### config.mk
export PLATFORM = sky130hd
export DESIGN_NAME = load_store_unit
export DESIGN_NICKNAME = d
export VERILOG_FILES = /design/src/rtl/load_store_unit.sv
export SDC_FILE = /design/constraint.sdc
export NUM_CORES = 1
export LEC_CHECK = 0
export ABC_AREA = 1
export CORE_ASPECT_RATIO = 1.5
export CORE_MARGIN = 2
export CORE_UTILIZATION = 44
export DETAILED_ROUTE_END_ITERATION = 10
export GPL_TIMING_DRIVEN = 1
export PLACE_DENSITY = 0.83
export SETUP_SLACK_MARGIN = 0.3
export SKIP_CTS_REPAIR_TIMING = 1
export SYNTH_ARGS = -nofsm -noshare
export SYNTH_HDL_FRONTEND = slang
export SYNTH_SLANG_ARGS = --single-unit
### constraint.sdc
create_clock -name clk -period 2.7 [get_ports clk]
set_clock_uncertainty 0.15 [all_clocks]
set_input_delay 0.54 -clock clk [delete_from_list [all_inputs] [get_ports clk]]
set_output_delay 0.54 -clock clk [all_outputs]
set_load 0.05 [all_outputs]
### src/rtl/load_store_unit.sv
// -----------------------------------------------------------------------------
// load_store_unit
//   Bridges RV32I loads and stores from the EX/MEM stage onto a word-addressed
//   data memory that only reads and writes whole 32-bit words.
//   - Byte and halfword loads pick a lane and sign- or zero-extend it.
//   - Byte and halfword stores read the word, merge the new lane, then write.
//   - Misaligned or unsupported requests get an error response and never
//     reach memory.
//   Optional build macro: LSU_RANGE_CHECK_EN
//     When defined, a word address at or above MEM_WORDS is illegal.
//     When undefined, the address passes through and memory aliasing applies.
// -----------------------------------------------------------------------------
module load_store_unit #(
  parameter int MEM_WORDS = 1024
) (
  input  logic        clk,
  input  logic        rst_n,
  // pipeline request side
  input  logic        req_valid,
  output logic        req_ready,
  input  logic        req_is_load,
  input  logic [2:0]  req_funct3,
  input  logic [31:0] req_addr,
  input  logic [31:0] req_wdata,
  // pipeline response side
  output logic        resp_valid,
  output logic        resp_err,
  output logic [31:0] resp_rdata,
  // data memory side
  output logic        mem_read,
  output logic        mem_write,
  output logic [31:0] mem_address,
  output logic [31:0] mem_write_data,
  input  logic [31:0] mem_read_data
);

  // RV32I width/sign encodings in funct3
  localparam logic [2:0] LP_F3_B  = 3'b000;
  localparam logic [2:0] LP_F3_H  = 3'b001;
  localparam logic [2:0] LP_F3_W  = 3'b010;
  localparam logic [2:0] LP_F3_BU = 3'b100;
  localparam logic [2:0] LP_F3_HU = 3'b101;

  typedef enum logic [2:0] {
    S_IDLE     = 3'd0,
    S_LOAD     = 3'd1,
    S_RMW_READ = 3'd2,
    S_WRITE    = 3'd3,
    S_DONE     = 3'd4
  } state_t;

  // ---------------------------------------------------------------------------
  // Helper functions
  // ---------------------------------------------------------------------------

  // Alignment and opcode legality of a request (range check handled apart).
  function automatic logic f_is_legal(input logic       is_load,
                                      input logic [2:0] f3,
                                      input logic [1:0] lane);
    logic v_ok;
    case (f3)
      LP_F3_B:  v_ok = 1'b1;
      LP_F3_H:  v_ok = ~lane[0];
      LP_F3_W:  v_ok = (lane == 2'b00);
      LP_F3_BU: v_ok = is_load;
      LP_F3_HU: v_ok = is_load & ~lane[0];
      default:  v_ok = 1'b0;
    endcase
    return v_ok;
  endfunction

  // Select the addressed byte/half of a memory word and extend it to 32 bits.
  function automatic logic [31:0] f_load_extend(input logic [2:0]  f3,
                                                input logic [1:0]  lane,
                                                input logic [31:0] word);
    logic [7:0]  v_byte;
    logic [15:0] v_half;
    logic [31:0] v_out;
    case (lane)
      2'b00:   v_byte = word[7:0];
      2'b01:   v_byte = word[15:8];
      2'b10:   v_byte = word[23:16];
      default: v_byte = word[31:24];
    endcase
    v_half = lane[1] ? word[31:16] : word[15:0];
    case (f3)
      LP_F3_B:  v_out = {{24{v_byte[7]}}, v_byte};
      LP_F3_BU: v_out = {24'h000000, v_byte};
      LP_F3_H:  v_out = {{16{v_half[15]}}, v_half};
      LP_F3_HU: v_out = {16'h0000, v_half};
      LP_F3_W:  v_out = word;
      default:  v_out = 32'h0000_0000;
    endcase
    return v_out;
  endfunction

  // Replace the addressed byte/half lane of the old word with store data.
  function automatic logic [31:0] f_store_merge(input logic [2:0]  f3,
                                                input logic [1:0]  lane,
                                                input logic [31:0] old_word,
                                                input logic [31:0] wdata);
    logic [31:0] v_word;
    v_word = old_word;
    case (f3)
      LP_F3_B: begin
        case (lane)
          2'b00:   v_word[7:0]   = wdata[7:0];
          2'b01:   v_word[15:8]  = wdata[7:0];
          2'b10:   v_word[23:16] = wdata[7:0];
          default: v_word[31:24] = wdata[7:0];
        endcase
      end
      LP_F3_H: begin
        if (lane[1]) begin
          v_word[31:16] = wdata[15:0];
        end else begin
          v_word[15:0]  = wdata[15:0];
        end
      end
      default: v_word = wdata;
    endcase
    return v_word;
  endfunction

  // ---------------------------------------------------------------------------
  // State and datapath registers
  // ---------------------------------------------------------------------------
  state_t      r_state;
  state_t      w_next_state;
  logic [2:0]  r_funct3;
  logic [1:0]  r_lane;
  logic [31:0] r_wdata;
  logic [31:0] r_mem_address;
  logic [31:0] r_mem_write_data;
  logic        r_resp_err;
  logic [31:0] r_resp_rdata;

  logic        w_accept;
  logic        w_range_ok;
  logic        w_legal;

  assign w_accept = req_valid && (r_state == S_IDLE);

`ifdef LSU_RANGE_CHECK_EN
  // Word index must fall inside the physical memory.
  assign w_range_ok = (req_addr[31:2] < 30'(MEM_WORDS));
`else
  // Out-of-range addresses alias inside the memory; nothing to reject.
  assign w_range_ok = 1'b1;
`endif

  assign w_legal = w_range_ok &&
                   f_is_legal(req_is_load, req_funct3, req_addr[1:0]);

  // State register; async reset aborts any in-flight access.
  always_ff @(posedge clk or negedge rst_n) begin
    if (!rst_n) begin
      r_state <= S_IDLE;
    end else begin
      r_state <= w_next_state;
    end
  end

  // Next-state decode for the access sequencer.
  always_comb begin
    w_next_state = r_state;
    case (r_state)
      S_IDLE: begin
        if (!w_accept) begin
          w_next_state = S_IDLE;
        end else if (!w_legal) begin
          w_next_state = S_DONE;
        end else if (req_is_load) begin
          w_next_state = S_LOAD;
        end else if (req_funct3 == LP_F3_W) begin
          w_next_state = S_WRITE;
        end else begin
          w_next_state = S_RMW_READ;
        end
      end
      S_LOAD:     w_next_state = S_DONE;
      S_RMW_READ: w_next_state = S_WRITE;
      S_WRITE:    w_next_state = S_DONE;
      S_DONE:     w_next_state = S_IDLE;
      default:    w_next_state = S_IDLE;
    endcase
  end

  // Request capture, load-data extension and read-modify-write merge.
  always_ff @(posedge clk or negedge rst_n) begin
    if (!rst_n) begin
      r_funct3         <= 3'b000;
      r_lane           <= 2'b00;
      r_wdata          <= 32'h0000_0000;
      r_mem_address    <= 32'h0000_0000;
      r_mem_write_data <= 32'h0000_0000;
      r_resp_err       <= 1'b0;
      r_resp_rdata     <= 32'h0000_0000;
    end else begin
      case (r_state)
        S_IDLE: begin
          if (w_accept) begin
            r_funct3     <= req_funct3;
            r_lane       <= req_addr[1:0];
            r_wdata      <= req_wdata;
            r_resp_err   <= ~w_legal;
            r_resp_rdata <= 32'h0000_0000;
            // Illegal requests leave the memory-side registers untouched.
            if (w_legal) begin
              r_mem_address    <= {req_addr[31:2], 2'b00};
              r_mem_write_data <= req_wdata;
            end
          end
        end
        S_LOAD: begin
          r_resp_rdata <= f_load_extend(r_funct3, r_lane, mem_read_data);
        end
        S_RMW_READ: begin
          r_mem_write_data <= f_store_merge(r_funct3, r_lane,
                                            mem_read_data, r_wdata);
        end
        default: begin
          r_resp_rdata <= r_resp_rdata;
        end
      endcase
    end
  end

  // ---------------------------------------------------------------------------
  // Outputs: strobes are decoded straight from the state register so that an
  // asynchronous reset removes them in the same instant.
  // ---------------------------------------------------------------------------
  assign req_ready      = (r_state == S_IDLE);
  assign resp_valid     = (r_state == S_DONE);
  assign mem_read       = (r_state == S_LOAD) || (r_state == S_RMW_READ);
  assign mem_write      = (r_state == S_WRITE);
  assign resp_err       = r_resp_err;
  assign resp_rdata     = r_resp_rdata;
  assign mem_address    = r_mem_address;
  assign mem_write_data = r_mem_write_data;

endmodule

**Word level (Yosys, flattened, before mapping)**

Cells that the tools add are included.

- Memories: 0
- Latch bits: 0
- RAM bits: 0
- Memory bits (read-only): 0
- Register bits: 135

- Add/sub/neg operators: 0
- Bitwise logic cells: 3
- Shift operators: 0
- Equality and inequality tests: 16
- Reductions and logical operators: 15
- Multipliers: 0
- Order comparisons: 0
- Muxes and demuxes: 21
- Divide/modulo/power cells: 0

Operators with widths:

| kind | count |
|---|---|
| 32-bit case mux with 2 select lines | 3 |
| 32-bit case mux with 5 select lines | 1 |
| 32-bit 2-to-1 mux | 3 |
| 16-bit 2-to-1 mux | 3 |
| 8-bit 2-to-1 mux | 4 |
| 8-bit case mux with 3 select lines | 1 |
| 3-bit equality test (second input constant) | 5 |
| 3-bit by 2-bit equality test with 1-bit output (second input constant) | 4 |
| 3-bit by 1-bit equality test with 1-bit output (second input constant) | 3 |
| 3-bit zero test | 3 |
| 3-bit case mux with 3 select lines | 1 |
| 3-bit 2-to-1 mux | 2 |
| 3-bit AND reduction | 2 |
| 1-bit case mux with 5 select lines | 1 |
| 2-bit zero test | 2 |
| 2-bit by 1-bit inequality test with 1-bit output (second input constant) | 2 |
| 2-bit AND reduction | 2 |
| 2-bit nonzero test | 2 |
| 3-bit OR reduction | 1 |
| 2-bit by 1-bit equality test with 1-bit output (second input constant) | 1 |
| 2-bit equality test (second input constant) | 1 |
| 2-bit 2-to-1 mux | 1 |
| 1-bit NOT | 2 |
| 2-bit OR reduction | 1 |
| other kinds (4) | 4 |

**Depth between registers and ports, before layout**

- Depth in word-level cells: 6
- Depth in mapped cells: 11
- Mapped depth without buffers: 10

**Worst setup path before layout**

No wires, ideal clock.

- Kind: register -> output
- Start point: register r_state[2]
- End point: output port mem_read
- Data arrival time: 1.596 ns
- Cell stages (with the launch flop): 4
- Buffers on the path: 0
- Slack: 0.414 ns
- Cell sequence: dfrtp_1 inv_2 nand2_1 o21ai_0

- Word-level cells in the longest chain between the ends: 2
- Elaborated cells on any way between the ends: 3
- Classes of those cells: 2 x eq/ne; 1 x reduce/logical

Ends and longest elaborated chain:

| element | RTL line | RTL |
|---|---|---|
| from (decl) | 128 | `state_t r_state;` |
| from (signal assigned) | 160 | `r_state <= w_next_state;` |
| 3-bit by 1-bit equality test with 1-bit output / 3-bit by 2-bit equality test with 1-bit output (equally long branches) | 235 | `assign mem_read = (r_state == S_LOAD) \|\| (r_state == S_RMW_READ);` |
| 1-bit logical OR * | 235 |  |
| to (decl) | 30 | `output logic mem_read,` |

Mark *: on every way between the ends. The rest lies on a longest branch, timed or not.

**Worst setup path in the final report**

- Start point: register r_mem_write_data[28] (netlist: mem_write_data[28])
- End point: output port mem_write_data[28]

RTL lines:

| element | RTL line | RTL |
|---|---|---|
| from (decl) | 134 | `logic [31:0] r_mem_write_data;` |
| from (signal assigned) | 211 | `r_mem_write_data <= req_wdata;` |
| from (signal assigned) | 219 | `r_mem_write_data <= f_store_merge(r_funct3, r_lane,` |
| to (decl) | 33 | `output logic [31:0] mem_write_data,` |

No word-level cell between the ends.

==> Flow_metrics.wiki <==
{| class="wikitable"
! Metric !! Value
|-
| Yosys reg bits || 135
|-
| Part of the Yosys area used for sequential elements || 42.86%
|-
| Starting DRC count in detailed routing || 645
|-
| Area of the mapped netlist || between 0.007 and 0.008 mm²
|-
| CTS H-tree lvls || 4
|-
| Post-detailed-placement half-perimeter wirelength || 18.83 mm
|-
| Routed wirelength normalized by instance count || 16.09 µm
|-
| Kind of start point of the critical path || flop
|-
| Final setup violation count || 0
|-
| Area Growth Syn to Fin || 35.15%
|-
| Endpoint kind of the worst setup timing path || output pin
|-
| Fraction of layout cells with a size suffix above 1 || 7.698%
|-
| Data required time at the worst endpoint || 2010 ps
|-
| Pins over their slew limit || 0
|-
| Worst path max stage delay || slightly above 800 ps
|-
| Clk sink count || 135
|-
| Mean number of vias per cell || 5.244
|-
| Overflow after GRT || 0
|-
| Die area || 0.01902 mm²
|-
| Synthesis warning total || 0
|-
| Critical path type || reg2out
|-
| Unrepaired setup endpoints after global routing || false
|-
| Max Buffers Root-to-Sink || 2
|-
| Cell class contributing the biggest share of worst-path delay || buffers and inverters
|-
| # rows || 59
|-
| Path class of the lowest-slack min-delay path || reg2reg
|-
| Distinct cells, synth || 28
|-
| Max-Cap Viols || 0
|-
| Share of the synthesized area in the top cell type || 42.86%
|-
| Total via count in the routed design || 8,201
|-
| Largest net degree at the start of global routing || 54
|-
| Via count of the first global-routing pass || 7,863
|-
| Power, Total || around 14 mW
|-
| Number of antenna-violating nets in the routed design || 0
|-
| Final net count || 1,441
|-
| CTS Buf Count || 17
|-
| Crit share post-route || 86.39%
|-
| All-Layer GR Usage || between 20% and 30%
|-
| Die Y || 167.9 µm
|-
| Wire length of the first global-routing pass || 40.44 mm
|-
| Data arrival time of the critical path || 1640 ps
|-
| Outcome || finished, final reports clean
|-
| Diodes inserted || 0
|-
| Port bufs || 201
|-
| R2R depth || 7
|-
| Slew headroom || about 55%
|-
| CTS clk-pin slew, worst paths || 60 ps
|-
| Worst path setup slack after routing || 367.3 ps
|-
| Buffer type at the clock tree root || clkbuf_16
|-
| Cells after Synth || 1,155
|-
| Gp weighted congestion || 0.9440
|-
| Crit Path Max Fanout || 2
|-
| Final Hold Violating Endpoints || 0
|-
| Syn avg cell area || about 6.8 µm²
|-
| Area of the core region || 0.01742 mm²
|-
| Cell type with the highest aggregate area in the netlist || dfrtp_1
|-
| Bufs and invs on worst path || 1
|-
| Crit path time final || 2333 ps
|-
| Hold Slack || 322.8 ps
|-
| Largest vdd supply drop || 0.8968 mV
|-
| Min-Delay Path Depth || 2
|-
| Cell types occupying the most area after synthesis || dfrtp_1, nand2_1, o21ai_0
|-
| Slowest cell on the critical path || clkdlybuf4s50_1
|-
| Number of optimization iterations in the first detailed-route pass || 5
|-
| Total Wirelength || 25.17 mm
|-
| Initial antenna violation count || 0
|-
| Critical Path, Cell by Cell || clkdlybuf4s50_1
|-
| Die outline width || 113.3 µm
|-
| Leakage power summed over all cells || 5.375 nW
|-
| Post-place setup slack || 169.3 ps
|-
| Slew at the pin closest to its max-slew limit || 672.5 ps
|-
| Power per unit of standard cell area || 1324 mW/mm²
|-
| Number of top-level pins || 204
|-
| Count of cell instances traversed by the critical path || 1
|-
| Total DRC errors in the routed layout || 0
|-
| TritonCTS clock tree || built
|-
| Highest attainable clock frequency || 428.7 MHz
|-
| Initial core utilization || roughly 45%
|-
| Clock latency at the later pin of the worst-skew pair || 420 ps
|}
## routing by layer
layer | track usage (%) | part of all wire, % | vias up
met1 | 33.40 | 40 | 3698
met4 | 11.72 | 3.9 | 0
met2 | 44.78 | 49 | 416
met5 | 0 | 0 | -
li1 | - | - | 4006
met3 | 5.328 | 7.6 | 81
## state kept, by name, indices dropped and copies added, names as in the netlist
register        cells
mem_write_data     32
r_wdata            32
resp_rdata         32
mem_address        30
r_funct3            3
r_state             3
r_lane              2
resp_err            1
## cell usage in the layout (no fill, tap or decap)
cell and instances:
clkbuf_16 17, dlymetal6s2s_1 3, clkdlybuf4s50_1 196, nor2_2 4, buf_12 2, o21ai_2 1, nand2_1 467, nand4_2 1
o211ai_1 28, buf_4 27, nand3_2 2, o22ai_1 5, bufinv_16 2, conb_1 2, inv_1 99, buf_6 1
nor2_4 6, nor2_1 75, a31oi_1 3, nand3_1 93, nand2_2 6, o21ai_0 97, dfrtp_1 135, clkinv_2 3
nor3_1 9, a21oi_1 7, clkinv_4 4, inv_6 3, inv_2 11, dlygate4sd3_1 1, clkinvlp_4 1, o21ai_1 7
or2_1 7, nand4_1 13, clkbuf_8 2, or2_2 11
## worst min-delay path: stages, from the launching register on
cell and delay, ps:
dfrtp_1 350, nand2_1 50, nand2_1 40
## cells by family (layout without fill, tap and decap cells)
logic type / after synthesis / count (layout) / synth area share (%)
buf+inv: 177 / 372 / 9.938
flops: 135 / 135 / 42.86
other cells: 1 / 2 / 0.04758
simple gates: 694 / 694 / 36.69
compound gates: 148 / 148 / 10.46
## synth_stat cells, drive strengths merged
cell / instances
a21oi: 7
a31oi: 3
buf: 52
clkbuf: 15
conb: 1
dfrtp: 135
inv: 110
nand2: 473
nand3: 95
nand4: 14
nor2: 85
nor3: 9
o211ai: 28
o21ai: 105
o22ai: 5
or2: 18
## cell type report
type	instances	area, µm²
fillers	1538	6770
multi-input cells	844	3734
flip-flops and latches	135	3378
repair buffers	230	2263
clock buffers	19	452.9
inverters	110	412.9
well taps	213	266.5
clock inverters	13	143.9
## power breakdown
group | internal (mW) | switching [mW] | total [mW] | leakage, nW
clock | 1.42 | 0.939 | 2.36 | 0.294
sequential | 2.93 | 0.626 | 3.55 | 1.72
combinational | 2.56 | 5.63 | 8.20 | 3.36
total | 6.91 | 7.20 | 14.1 | 5.37
## metrics by stage
stage	instance area [µm²]	TNS, ps	utilization, %	std cells
finish	10650	0	61.14	1564
global route	10650	0	61.14	1564
CTS	10630	-26.91	61.01	1563
detailed placement	10030	0	57.58	1531
global placement	10030	0	57.58	1531
floorplan	7885	0	-	1156
## worst paths after layout
| kind | start | to | slack (ps) |
|---|---|---|---|
| max | mem_write_data[28]$_DFFE_PN0P_ | mem_write_data[28] | 370 |
| min | mem_address[18]$_DFFE_PN0P_ | mem_address[18]$_DFFE_PN0P_ | 320 |
| max reg2reg | r_lane[1]$_DFFE_PN0P_ | resp_rdata[9]$_DFFE_PN0P_ | 430 |
| min reg2reg | mem_address[18]$_DFFE_PN0P_ | mem_address[18]$_DFFE_PN0P_ | 320 |
| max in group asynchronous | rst_n | r_wdata[5]$_DFFE_PN0P_ | 1200 |
| min in group asynchronous | rst_n | mem_write_data[29]$_DFFE_PN0P_ | 500 |
No activity file was read; power rests on OpenSTA's default activity.
